==> config.mk <==
export PLATFORM = sky130hd
export DESIGN_NAME = mux_nx1_rr
export DESIGN_NICKNAME = d
export VERILOG_FILES = /design/src/rtl/mux_nx1_rr.sv
export SDC_FILE = /design/constraint.sdc
export NUM_CORES = 1
export LEC_CHECK = 0
export ABC_CLOCK_PERIOD_IN_PS = 4450
export CORE_MARGIN = 2
export CORE_UTILIZATION = 43
export DETAILED_ROUTE_END_ITERATION = 6
export PLACE_DENSITY = 0.77
export SYNTH_ARGS = -nofsm -noshare
export SYNTH_HDL_FRONTEND = slang
export SYNTH_SLANG_ARGS = --single-unit
==> constraint.sdc <==
create_clock -name clk -period 4.45 [get_ports clk]
set_clock_uncertainty 0.15 [all_clocks]
set_input_delay 1.335 -clock clk [delete_from_list [all_inputs] [get_ports clk]]
set_output_delay 1.335 -clock clk [all_outputs]
set_load 0.02 [all_outputs]
==> src/rtl/mux_nx1_rr.sv <==
// mux_nx1_rr: N-to-1 registered multiplexer with valid/ready handshake.
//   Selects one of N producer channels, either by a fixed external selector
//   (mode = 0) or by round-robin arbitration among valid channels (mode = 1),
//   and holds the chosen word in a one-entry output register that honours
//   downstream backpressure.
//
// Ports
//   clk        rising-edge clock
//   reset_L    asynchronous reset, active low
//   mode       0 = fixed selector, 1 = round-robin
//   selector   channel index used in fixed mode (values >= N never grant)
//   data_in    N packed channels, channel k at [k*W +: W]
//   valid_in   per-channel valid
//   ready_in   one-hot accept strobe (combinational, depends on ready_out)
//   data_out   registered output word
//   valid_out  data_out holds a word not yet taken
//   sel_out    channel index data_out came from
//   ready_out  consumer accepts data_out when valid_out is high
module mux_nx1_rr #(
  parameter int unsigned W     = 2,
  parameter int unsigned N     = 4,
  parameter int unsigned SEL_W = $clog2(N)
) (
  input  logic             clk,
  input  logic             reset_L,
  input  logic             mode,
  input  logic [SEL_W-1:0] selector,
  input  logic [N*W-1:0]   data_in,
  input  logic [N-1:0]     valid_in,
  output logic [N-1:0]     ready_in,
  output logic [W-1:0]     data_out,
  output logic             valid_out,
  output logic [SEL_W-1:0] sel_out,
  input  logic             ready_out
);

  // One extra bit so ptr + offset (at most 2N-2) never wraps before the modulo.
  localparam int unsigned IDX_W = SEL_W + 1;

  logic             load_c;
  logic             gnt_vld_c;
  logic [SEL_W-1:0] gnt_idx_c;
  logic [W-1:0]     gnt_data_c;
  logic [SEL_W-1:0] ptr_nxt_c;
  logic [IDX_W-1:0] scan_c;
  logic [SEL_W-1:0] ptr_q;

  // Output register may take a new word when empty or being drained.
  assign load_c = !valid_out || ready_out;

  // Grant selection: fixed index or first valid channel at/after the pointer.
  always_comb begin
    gnt_vld_c = 1'b0;
    gnt_idx_c = '0;
    scan_c    = '0;
    if (!mode) begin
      // Comparing against every legal index means an out-of-range selector
      // simply matches nothing.
      for (int unsigned k = 0; k < N; k++) begin
        if (selector == SEL_W'(k) && valid_in[k]) begin
          gnt_vld_c = 1'b1;
          gnt_idx_c = SEL_W'(k);
        end
      end
    end else begin
      for (int unsigned i = 0; i < N; i++) begin
        scan_c = {1'b0, ptr_q} + IDX_W'(i);
        if (scan_c >= IDX_W'(N)) begin
          scan_c = scan_c - IDX_W'(N);
        end
        if (!gnt_vld_c && valid_in[scan_c[SEL_W-1:0]]) begin
          gnt_vld_c = 1'b1;
          gnt_idx_c = scan_c[SEL_W-1:0];
        end
      end
    end
  end

  // Data mux for the granted channel.
  always_comb begin
    gnt_data_c = '0;
    for (int unsigned k = 0; k < N; k++) begin
      if (gnt_idx_c == SEL_W'(k)) begin
        gnt_data_c = data_in[k*W +: W];
      end
    end
  end

  // Accept strobe; forced low while reset is held so nothing is taken.
  always_comb begin
    ready_in = '0;
    if (reset_L && load_c && gnt_vld_c) begin
      ready_in[gnt_idx_c] = 1'b1;
    end
  end

  // Pointer moves to the channel just after the accepted one.
  always_comb begin
    ptr_nxt_c = gnt_idx_c + SEL_W'(1);
    if (gnt_idx_c == SEL_W'(N - 1)) begin
      ptr_nxt_c = '0;
    end
  end

  // Output register; data/sel keep their last value when nothing is granted.
  always_ff @(posedge clk or negedge reset_L) begin
    if (!reset_L) begin
      data_out  <= '0;
      valid_out <= 1'b0;
      sel_out   <= '0;
    end else if (load_c) begin
      if (gnt_vld_c) begin
        data_out  <= gnt_data_c;
        valid_out <= 1'b1;
        sel_out   <= gnt_idx_c;
      end else begin
        valid_out <= 1'b0;
      end
    end
  end

  // Round-robin pointer advances only on an accepted round-robin grant.
  always_ff @(posedge clk or negedge reset_L) begin
    if (!reset_L) begin
      ptr_q <= '0;
    end else if (load_c && gnt_vld_c && mode) begin
      ptr_q <= ptr_nxt_c;
    end
  end

endmodule

[After elaboration in Yosys (flattened, before gate mapping)]
Cells that the tools add are included.
Storage, ports and cells
  flip-flop bits (word level): 7
  bits of input ports: 18
Cells by class
  add/subtract/negate cells: 8
  order comparisons: 10
  eq/ne operators: 6
  muxes and demuxes: 45
  reduce and logical (&&, ||, !) cells: 20
Operators by type and width (number)
  $mux 2: 20
  $mux 1: 19
  $lt 2x3->1 const B: 5
  $logic_and 1x1->1: 12
  $ge 3x3->1 const B: 3
  $bmux 1 s2: 4
  $eq 2x2->1 const B: 4
  $sub 2x1->2 const B: 4
  $add 2x2->3 const B: 2
  $eq 2x1->1 const B: 2
  $logic_not 1->1: 4
  $logic_not 2->1: 2
  $mux 4: 1
  $add 2x1->3 const B: 1
  $ge 2x3->1 const B: 1
  $add 2x1->2 const B: 1
  $demux 1 s2: 1
  $ge 2x1->1 const B: 1
  $reduce_and 2->1: 1
  $logic_or 1x1->1: 1

[Longest topological paths before layout]
  word-level depth: 24
  mapped depth: 10

[Least setup slack after synthesis]
OpenSTA, ideal clock, no wires.
  kind: input to output
  start: in valid_in[3]
  end: out ready_in[2]
  arrival: 2.722 ns
  data required time: 2.965 ns
  slack: 0.243 ns
  cell stages on the path: 7
  path buffers: 1
  cells stage by stage: clkbuf_1 > nand3b_1 > nand2_1 > o31ai_1 > inv_1 > ha_1 > and3_2
Between the ends
  cells in the longest elaborated chain, start to end: 21
  elaborated cells between the ends (all ways): 37
  those cells by class: order compare: 2; mux: 26; reduce/logical: 9
RTL lines
  from (decl): RTL line 29  | input logic [N-1:0] valid_in,
  $bmux 1 s2: RTL line 71  | if (!gnt_vld_c && valid_in[scan_c[SEL_W-1:0]]) begin
  $mux 1 (implied by the code): RTL line 71
  $mux 1: RTL line 71
  $mux 1: RTL line 56  | if (!mode) begin
  $logic_not 1->1: RTL line 71
  $logic_and 1x1->1: RTL line 71
  $mux 1: RTL line 71
  $mux 1: RTL line 56
  [... 6 more ...]
  $mux 2: RTL line 71
  $mux 2 *: RTL line 56
  via gnt_idx_c[0]: RTL line 42  | logic [SEL_W-1:0] gnt_idx_c;
  $lt 2x3->1 (implied by the code) or $ge 2x1->1 (tied branches): RTL line 93  | ready_in[gnt_idx_c] = 1'b1;
  $logic_and 1x1->1 (implied by the code): RTL line 93
  $mux 1 (implied by the code): RTL line 93
  $demux 1 s2 *: RTL line 93
  $mux 4 *: RTL line 92  | if (reset_L && load_c && gnt_vld_c) begin
  to (decl): RTL line 30  | output logic [N-1:0] ready_in,
Mark *: on every way through the listed nets, which the timed path passes. The rest lies on a longest branch. The select of a mux whose other input is x is not followed.

[Final worst setup path]
  start: in valid_in[1]
  end: out ready_in[2]
Between the ends
  cells in the longest elaborated chain, start to end: 21
  elaborated cells between the ends (all ways): 41
  those cells by class: order compare: 2; mux: 30; reduce/logical: 9
RTL lines (RTL line)
  $bmux 1 s2: 71
  $mux 1 (implied by the code): 71
  $mux 1: 71
  $mux 1: 56
  $logic_not 1->1: 71
  $logic_and 1x1->1: 71
  $mux 1: 71
  $mux 1: 56
  [... 6 more ...]
  $mux 2 *: 71
  $mux 2 *: 56
  via gnt_idx_c[1]: 42
  $lt 2x3->1 (implied by the code) or $ge 2x1->1 (tied branches): 93
  $logic_and 1x1->1 (implied by the code): 93
  $mux 1 (implied by the code): 93
  $demux 1 s2 *: 93
  $mux 4 *: 92
Marks and branches as above.

==> results.cfg <==
[place]
dpl_worst_slack_ps = -901.1
io_buffers = 26
hpwl_um = 1631
place.gp.congestion = 0.7830

[clocking]
path_clk_slew_ps = 60
cts_sinks = 7
ctsHoldBuffers = 0
clockBufferDepth = 2
cts_max_level = 1
cts-root-buf = clkbuf_4
cts_tree = built
cts_buffers = 3
clk_latency_ps = 250

[die]
initial_core_util_pct = 44.72
num_rows = 15
die_w_um = 45.68
core_area_um2 = 1670
die-area_um2 = 2087
pin_count = 27
die_y_um = 45.68

[finish]
layout_commonest_cell = buf_4
drive_above_1_share_pct = 49.62
fillerInstances = 104
fin_nets = 156
final_cell_mix = 26 x buf_4, 15 x clkdlybuf4s50_1, 7 x dfrtp_1, 5 x nand2_1, 5 x buf_6
fin_util_pct = 80.07
multiInputGateArea_um2 = 645.6
syn2layout_area_growth_pct = 79.06
antenna_cells = 0
seqCellArea_um2 = 175.2

[setup_path]
r2r-start = ptr_q[0]
cp.arrival_ps = 2890
critPathMaxStageDelay_ps = 210
timing.rr.end = data_out[0]
path_max_fanout = 4
end_kind = output pin
startpoint_type = input pin
reg2regPathDepth = 10
cp.required_ps = 2960
r2r_setup_slack_ps = 1640
crit_slowest_cell = a221oi_2
worstPathCellList = buf_2, buf_6, buf_4, nor3_2, nand2_1, a221oi_2, buf_4, nor3_4, ha_2, and3_2, buf_6
worst-setup-path-type = input pin to output pin

[global_routing]
grt.overflow.total = 0
grt_pass1_vias = 894
antenna_found_initial = 0
grt.total_usage_pct = 25.71
grt_pass1_wl_um = 3898
grt_start_max_net_pins = 13

[drt]
routed-via-count = 850
wl_per_cell_um = 17.15
vias_per_cell = 5.667
totalWireLength_um = 2572
antenna_left = 0
route.detailed.drc = 0
drt_first_pass_iters = 4
drt-initial-drc-count = 16

[yosys]
ys_types = 35
syn_area_per_cell_um2 = 9.222
synth-edff-count = 0
ys_ff_latch = 7
netlist_area_um2 = 747.0
synth_nets = 103
synthArstFlopShare_pct = 100.0
yosys_warnings = 0
synth_ff_type = dfrtp_1
seq_area_frac_synth_pct = 23.45
syn_inst = 81

[sta]
post-route-period-util_pct = 98.36
tightestPinTransition_ps = 395.0
setup-tns-final_ps = 0
final-setup-viol-count = 0
relSlewSlack_pct = 73.67
setup_ws_ps = 73.13
hold_viol_final = 0
timing.fmax_ghz = 0.2285
slew_violations = 0
fin_crit_ps = 4377

[hold_path]
hold_end = data_out[1]
hold_start = data_out[1]
hold_path.class = flop to flop
whs_path_depth = 1

[power_and_ir_drop]
ir_drop_v = 0.0001767
leakagePower_nw = 0.5842
powerDensity_nw_per_um2 = 337.7

[status]
status = complete, no violations

[flow_run]
cap_violations = 0
[state kept, by name, indices dropped and copies added (netlist names)]
register and flops:
data_out 2, ptr_q 2, sel_out 2, valid_out 1
[how the worst max path moves through the flow]
stage | cells after the start | to | startpoint | slack, ps
after floorplan | 7 | ready_in[2] | valid_in[3] | 240
after global placement | 8 | ready_in[2] | valid_in[3] | -890
after detailed placement | 8 | ready_in[2] | valid_in[3] | -900
after CTS | 7 | ready_in[2] | mode | 2
after global routing | 10 | ready_in[2] | valid_in[1] | -3
final | 11 | ready_in[2] | valid_in[1] | 70
[per-layer routing]
| metal | vias to the layer above | wire, µm | global-route usage, % |
|---|---|---|---|
| li1 | 409 | - | - |
| met1 | 420 | 1078 | 29.30 |
| met2 | 19 | 1425 | 50.42 |
| met3 | 2 | 60 | 2.381 |
| met4 | 0 | 8 | 5.294 |
| met5 | - | 0 | 0 |
[critical path: cells and delay by family]
family                   cells  cell delay (ps)
adder cells (fa/ha/maj)      1              190
AO/OA/AOI/OAI                1              210
buffers and inverters        5              660
AND/OR/NAND/NOR              4              490
[cells in the mapped netlist, types with 2 or more instances]
cell type | n | area share [%]
o31ai_1 | 3 | 3.0
clkbuf_1 | 3 | 1.5
nor3_1 | 3 | 2.0
mux2_2 | 3 | 4.5
nor2_1 | 4 | 2.0
mux2_4 | 3 | 6.0
nor2b_1 | 3 | 2.5
nand3_1 | 3 | 2.0
inv_1 | 3 | 1.5
o211ai_1 | 2 | 2.0
mux2i_1 | 2 | 2.7
buf_6 | 2 | 3.0
o21ai_0 | 2 | 1.3
nand3b_1 | 4 | 4.0
ha_1 | 4 | 6.7
nand2_1 | 5 | 2.5
and3_2 | 4 | 4.0
a221oi_1 | 3 | 3.5
a21oi_1 | 3 | 2.0
dfrtp_1 | 7 | 23
[layout make-up]
| cell class | count | area share [%] |
|---|---|---|
| Clock buffer | 4 | 1.964 |
| Inverter | 3 | 0.8419 |
| Multi-Input combinational cell | 66 | 48.27 |
| Sequential cell | 7 | 13.10 |
| Tap cell | 17 | 1.590 |
| Timing Repair Buffer | 53 | 34.24 |
[cells by family (layout without fill, tap and decap cells)]
family                   after synthesis  count (layout)  share of synthesized area, %
buffers and inverters                  8              60                         6.030
AND/OR/NAND/NOR                       35              35                         28.98
AO/OA/AOI/OAI                         18              18                         18.09
adder cells (fa/ha/maj)                4               4                         6.700
flip-flops                             7               7                         23.45
multiplexers                           9               9                         16.75
[metrics by stage]
stage | hold WS (ps) | instance area, µm² | power [mW] | std cells
2_1_floorplan | 468.8 | 747.0 | 0.2413 | 81
3_3_place_gp | 348.0 | 1145 | 0.3313 | 139
3_5_place_dp | 354.5 | 1145 | 0.3393 | 139
4_1_cts | 371.5 | 1321 | 0.4330 | 149
5_1_grt | 373.5 | 1338 | 0.4761 | 150
6_report | 370.4 | 1338 | 0.4516 | 150
[timing repair]
action | in CTS | in global routing
cloned | 0 | 0
endpoints found under the setup margin | 4 | 4
buffers inserted | 6 | 1
pin swaps | 9 | 8
gates resized for setup | 58 | 10
[where the power goes]
| part | switching, mW | total [mW] | internal [mW] |
|---|---|---|---|
| clock network | 0.0258 | 0.0601 | 0.0344 |
| registers | 0.0333 | 0.119 | 0.0858 |
| logic | 0.120 | 0.272 | 0.152 |
Power figures use the tool's default switching activity.
